<file path="config.mk">
export PLATFORM = sky130hd
export DESIGN_NAME = lsu_mem_ctrl
export DESIGN_NICKNAME = d
export VERILOG_FILES = /design/src/rtl/lsu_pkg.sv /design/src/rtl/lsu_lane_align.sv /design/src/rtl/lsu_mem_ctrl.sv
export SDC_FILE = /design/constraint.sdc
export NUM_CORES = 1
export LEC_CHECK = 0
export ABC_AREA = 1
export CAP_MARGIN = 30
export CELL_PAD_IN_SITES_DETAIL_PLACEMENT = 1
export CELL_PAD_IN_SITES_GLOBAL_PLACEMENT = 1
export CORE_ASPECT_RATIO = 1.4
export CORE_MARGIN = 3
export CORE_UTILIZATION = 34
export DETAILED_ROUTE_END_ITERATION = 8
export GPL_ROUTABILITY_DRIVEN = 0
export PLACE_DENSITY_LB_ADDON = 0.1
export SYNTH_ARGS = -nofsm -noshare
export SYNTH_HDL_FRONTEND = slang
export SYNTH_SLANG_ARGS = --single-unit
</file>
<file path="constraint.sdc">
create_clock -name i_clk -period 2.75 [get_ports i_clk]
set_input_delay 0.825 -clock i_clk [delete_from_list [all_inputs] [get_ports i_clk]]
set_output_delay 0.825 -clock i_clk [all_outputs]
set_load 0.01 [all_outputs]
</file>
<file path="src/rtl/lsu_pkg.sv">
// Shared load/store definitions: funct3 encodings, FSM states and request checks.
package lsu_pkg;

  localparam logic [2:0] F3_B  = 3'b000;
  localparam logic [2:0] F3_H  = 3'b001;
  localparam logic [2:0] F3_W  = 3'b010;
  localparam logic [2:0] F3_BU = 3'b100;
  localparam logic [2:0] F3_HU = 3'b101;

  typedef enum logic [1:0] {
    ST_IDLE     = 2'd0,
    ST_ACCESS   = 2'd1,
    ST_MERGE_WR = 2'd2,
    ST_ERR      = 2'd3
  } state_t;

  // funct3[1:0] carries the access size for both signed and unsigned loads.
  function automatic logic is_misaligned(input logic [2:0] f3, input logic [1:0] off);
    return ((f3[1:0] == 2'b01) && off[0]) || ((f3[1:0] == 2'b10) && (off != 2'b00));
  endfunction

  function automatic logic is_legal_f3(input logic we, input logic [2:0] f3);
    if (we) return (f3 == F3_B) || (f3 == F3_H) || (f3 == F3_W);
    return (f3 == F3_B) || (f3 == F3_H) || (f3 == F3_W) || (f3 == F3_BU) || (f3 == F3_HU);
  endfunction

endpackage

</file>
<file path="src/rtl/lsu_lane_align.sv">
// Byte-lane alignment: load extract/extend and sub-word store merge.
// Latency: purely combinational.
// Backpressure: none, outputs follow inputs.
module lsu_lane_align
  import lsu_pkg::*;
(
  input  logic [31:0] rdata,
  input  logic [1:0]  off,
  input  logic [2:0]  funct3,
  input  logic [31:0] old_word,
  input  logic [31:0] wdata,
  output logic [31:0] load_data,
  output logic [31:0] merged_data
);

  logic [4:0]  sh;
  logic [31:0] shifted;
  logic [31:0] lane_mask;
  logic [31:0] lane_ins;

  assign sh      = {off, 3'b000};
  assign shifted = rdata >> sh;

  always_comb begin
    load_data = shifted;
    case (funct3)
      F3_B:    load_data = {{24{shifted[7]}}, shifted[7:0]};
      F3_H:    load_data = {{16{shifted[15]}}, shifted[15:0]};
      F3_BU:   load_data = {24'h0, shifted[7:0]};
      F3_HU:   load_data = {16'h0, shifted[15:0]};
      default: load_data = rdata;
    endcase
  end

  always_comb begin
    lane_mask   = 32'h0;
    lane_ins    = 32'h0;
    merged_data = wdata;
    case (funct3)
      F3_B: begin
        lane_mask   = 32'h0000_00FF << sh;
        lane_ins    = {24'h0, wdata[7:0]} << sh;
        merged_data = (old_word & ~lane_mask) | lane_ins;
      end
      F3_H: begin
        lane_mask   = 32'h0000_FFFF << sh;
        lane_ins    = {16'h0, wdata[15:0]} << sh;
        merged_data = (old_word & ~lane_mask) | lane_ins;
      end
      default: merged_data = wdata;
    endcase
  end

endmodule

</file>
<file path="src/rtl/lsu_mem_ctrl.sv">
// RV32I load/store requester driving a word-addressed async-read/sync-write memory.
// Latency: accept to response 2 cycles (loads, SW, errors), 3 cycles (SB/SH read-modify-write).
// Backpressure: o_req_ready only in IDLE; requester holds i_req_* until accepted.
module lsu_mem_ctrl
  import lsu_pkg::*;
#(
  parameter int ADDR_W = 10
) (
  input  logic              i_clk,
  input  logic              i_rst_n,
  input  logic              i_req_valid,
  output logic              o_req_ready,
  input  logic              i_req_we,
  input  logic [2:0]        i_funct3,
  input  logic [31:0]       i_addr,
  input  logic [31:0]       i_wdata,
  output logic [ADDR_W-1:0] o_mem_addr,
  output logic [31:0]       o_mem_wdata,
  output logic              o_mem_wrenb,
  input  logic [31:0]       i_mem_rdata,
  output logic              o_rsp_valid,
  output logic              o_rsp_err,
  output logic [31:0]       o_rdata
);

  state_t              state;
  logic                cmd_we;
  logic [2:0]          cmd_f3;
  logic [1:0]          cmd_off;
  logic [31:0]         cmd_wdata;
  logic [31:0]         merge_q;
  logic [ADDR_W-1:0]   mem_addr_q;
  logic                req_legal;
  logic [31:0]         load_data;
  logic [31:0]         merged_data;
  logic                addr_hi_unused;

  // Upper byte-address bits alias onto the memory; they are deliberately dropped.
  assign addr_hi_unused = ^i_addr[31:ADDR_W+2];

  assign o_req_ready = (state == ST_IDLE);
  assign req_legal   = is_legal_f3(i_req_we, i_funct3) && !is_misaligned(i_funct3, i_addr[1:0]);
  assign o_mem_addr  = mem_addr_q;
  assign o_mem_wrenb = ((state == ST_ACCESS) && cmd_we && (cmd_f3 == F3_W)) ||
                       (state == ST_MERGE_WR);
  assign o_mem_wdata = (state == ST_MERGE_WR) ? merged_data : cmd_wdata;

  lsu_lane_align u_lane_align (
    .rdata       (i_mem_rdata),
    .off         (cmd_off),
    .funct3      (cmd_f3),
    .old_word    (merge_q),
    .wdata       (cmd_wdata),
    .load_data   (load_data),
    .merged_data (merged_data)
  );

  always_ff @(posedge i_clk or negedge i_rst_n) begin
    if (!i_rst_n) begin
      state       <= ST_IDLE;
      cmd_we      <= 1'b0;
      cmd_f3      <= 3'b000;
      cmd_off     <= 2'b00;
      cmd_wdata   <= 32'h0;
      merge_q     <= 32'h0;
      mem_addr_q  <= '0;
      o_rsp_valid <= 1'b0;
      o_rsp_err   <= 1'b0;
      o_rdata     <= 32'h0;
    end else begin
      o_rsp_valid <= 1'b0;
      o_rsp_err   <= 1'b0;
      case (state)
        ST_IDLE: begin
          if (i_req_valid) begin
            cmd_we    <= i_req_we;
            cmd_f3    <= i_funct3;
            cmd_off   <= i_addr[1:0];
            cmd_wdata <= i_wdata;
            // Rejected requests leave the memory address untouched.
            if (req_legal) begin
              mem_addr_q <= i_addr[ADDR_W+1:2];
              state      <= ST_ACCESS;
            end else begin
              state <= ST_ERR;
            end
          end
        end
        ST_ACCESS: begin
          if (!cmd_we) begin
            o_rdata     <= load_data;
            o_rsp_valid <= 1'b1;
            state       <= ST_IDLE;
          end else if (cmd_f3 == F3_W) begin
            o_rsp_valid <= 1'b1;
            state       <= ST_IDLE;
          end else begin
            merge_q <= i_mem_rdata;
            state   <= ST_MERGE_WR;
          end
        end
        ST_MERGE_WR: begin
          o_rsp_valid <= 1'b1;
          state       <= ST_IDLE;
        end
        ST_ERR: begin
          o_rsp_valid <= 1'b1;
          o_rsp_err   <= 1'b1;
          o_rdata     <= 32'h0;
          state       <= ST_IDLE;
        end
        default: state <= ST_IDLE;
      endcase
    end
  end

endmodule

</file>
==> metrics.txt <==
Final Critical Period 2.81 ns; hold crit path type in2async; # nets final 1246; register-to-register setup slack about 0.8 ns; clk_lat worst skew 0.43 ns; Worst Path Buf+Inv 2; n_diodes 0; reported max-cap violation count 0; Core Box Area 18800 sq um; Max IR drop VDD 0.454 mV; HPWL after DPL 18.0 mm; CTS root buf clkbuf_16; synth unique cells 24; Fmax achieved between 300 and 400 MHz; combinational share of power 55.1%; final-report max-slew violation count 0; area added between synthesis and finish 46.9%; register clock-pin slew on the reported worst setup and hold paths 0.06 ns; largest net degree at the start of global routing 53; initial antenna violation count 0; global-route wire length before repair between 30 and 40 mm; Finished Core Util 51.5%; CP cell instances buf_4 > ha_2 > o22ai_1 > nand2_1 > nand2_1 > nor2_1 > nor2_1 > buf_2; DRT iter0 DRCs 345; die boundary width roughly 120 um; Clock power frac between 10% and 20%; vias in the first global route between 7000 and 8000; fin worst setup slack -0.0559 ns; max incr delay on CP ~0.4 ns; clk buf depth 2; Setup TNS -0.240 ns; share of layout cells above drive strength 1 16.9%; depth of the CTS H-tree 4; final hold slack approximately 0.30 ns; yosys warns 0; P_int approximately 0.0069 W; critical path type reg2out; RSZ-0062 raised after global routing yes; Starting Density 35.1%; # fillers 2388; leakage power 4.74 nW; Flop pwr share 26.0%; clk_skew 0.00837 ns; Final ANT Viol Nets 0; TritonCTS sink count 116; post-synthesis register bit count ~120; total grt overflow 0; switching share of power roughly 44%; Cells after DPL 1340; syn_nets 1058; DRT Wirelength 25.6 mm; CP max-delay cell dfrtp_2; chip height around 170 um; 1st-pass router iterations 5; status complete, but fails checks; die area 21100 sq um; DP Worst Slack -0.0834 ns; Fin. Hold Viols 0; TritonCTS Buffers 17; DRC violations left 0; Pwr Density ~1300 nW/um^2; row count 59; final cell count without fillers around 1400; Worst EP required 1.93 ns; Crit path max-delay family flip-flops; Syn Area/Cell 6.91 sq um; Syn Inst Count roughly 950; Final Cycle Share 102%; IO Pins 181; CP Max Fanout 8; relative slew slack 63.4%; crit path launch type register; via count 7117; CP endpoint kind output pin; failing checks negative setup slack; GR Util All Layers about a quarter; NetSw 0.00551 W; Seq/Total Area, Yosys ~44%; post-DR wirelength/cell 18.4 um; Setup-failing EPs final 9; DR vias/cell 5.10; Port Buffer Count 160; TritonCTS clock tree built; worst-margin pin slew 0.549 ns; Critical Path AT around 2 ns; Netlist Area Pre-Place approximately 6600 sq um
[cells by family (layout without fill, tap and decap cells)]
family	count (synthesis)	in the layout	share of synthesized area [%]
AO/OA/AOI/OAI	169	169	13.5
adder cells (fa/ha/maj)	4	4	0.762
buffers and inverters	128	329	8.76
flip-flops	116	116	44.2
AND/OR/NAND/NOR	534	534	32.8
[layout make-up]
class	instances	area, sq um	share of cell area (%)
clock buffer	17	425	4.41
clock inverter	15	194	2.01
inverter	71	287	2.97
multi-input combinational	707	3300	34.1
sequential	116	2910	30.1
tap	244	305	3.16
timing repair buffer	226	2240	23.2
[cell usage in the layout, fill, tap and decap left out, types with 12 or more instances in the layout]
cell type,Yosys,final
o21ai_1,73,82
nand2_1,356,343
a21oi_1,55,41
a21oi_2,0,14
dfrtp_1,116,114
clkbuf_16,0,18
clkdlybuf4s50_1,0,126
buf_4,13,36
nor2_1,95,88
o22ai_1,16,16
buf_2,21,24
nand2_2,3,12
nand3_1,68,67
buf_6,2,15
inv_1,61,58
[cells in the mapped netlist]
cell type	n	area, sq um
nand3_4	1	17.5
nor2_1	95	357
dfrtp_1	116	2900
nand3_1	68	340
o21ai_1	73	365
buf_4	13	97.6
nor2_2	5	31.3
buf_6	2	22.5
nor2_4	2	22.5
inv_2	9	33.8
nand2_4	2	22.5
o22ai_1	16	100
nor3_1	2	10.0
nand2_2	3	18.8
ha_1	4	50.1
buf_1	3	11.3
clkbuf_1	18	67.6
o211ai_1	9	67.6
nand2_1	356	1340
a21oi_1	55	275
buf_2	21	105
inv_1	61	229
o21ai_0	16	80.1
inv_6	1	8.76
[worst register-to-register path, delay by kind of cell, from the launching register on]
kind            cells  cell delay [ns]
buf+inv             6             0.80
flops               1             0.44
simple gates        4             0.36
compound gates      1             0.23
[metrics by stage]
stage | cell area, sq um | total power [W]
6_report | 9660 | 0.0124
5_1_grt | 9660 | 0.0133
4_1_cts | 9490 | 0.0121
3_5_place_dp | 8590 | 0.00940
3_3_place_gp | 8590 | 0.00928
2_1_floorplan | 6570 | 0.00655
[power by group through the flow]
stage,sequential (W),combinational [W],clock [W]
finish,0.00323,0.00684,0.00235
floorplan,0.00309,0.00346,0
detailed placement,0.00319,0.00621,0
global route,0.00332,0.00753,0.00248
global placement,0.00317,0.00611,0
CTS,0.00318,0.00655,0.00240
[routing by layer]
| layer | up-vias | track usage [%] | part of all wire (%) |
|---|---|---|---|
| li1 | 3414 | - | - |
| met1 | 3423 | 29.6 | 40 |
| met2 | 226 | 41.3 | 51 |
| met3 | 54 | 4.60 | 4.9 |
| met4 | 0 | 12.1 | 4.4 |
| met5 | - | 0 | 0 |
[registers in the layout, summed over array words and instances (netlist names)]
register,flops
cmd_f3,3
cmd_off,2
cmd_wdata,32
cmd_we,1
merge_q,32
o_mem_addr,10
o_rdata,32
o_rsp_err,1
o_rsp_valid,1
state,2
[final timing paths]
| check | end | cells past startpoint | start |
|---|---|---|---|
| worst max-delay path | o_mem_wdata[28] | 8 | cmd_off[1] |
| worst min register to register | o_mem_addr[4] | 2 | o_mem_addr[4] |
| worst max register to register | o_rdata[0] | 11 | cmd_off[1] |
| min in group i_clk | o_mem_addr[4] | 2 | o_mem_addr[4] |
| max in group asynchronous | o_rdata[21] | 2 | i_rst_n |
| worst min-delay path | cmd_wdata[29] | 1 | i_rst_n |
[timing repair]
action                     4_1_cts  5_1_grt
gates cloned                     2        1
resized for setup              162       54
pin swaps                       19       19
hold buffers                     0        0
buffers inserted                17        5
setup endpoints to repair       33       31
Note: power is estimated with default switching activity, not from simulation.
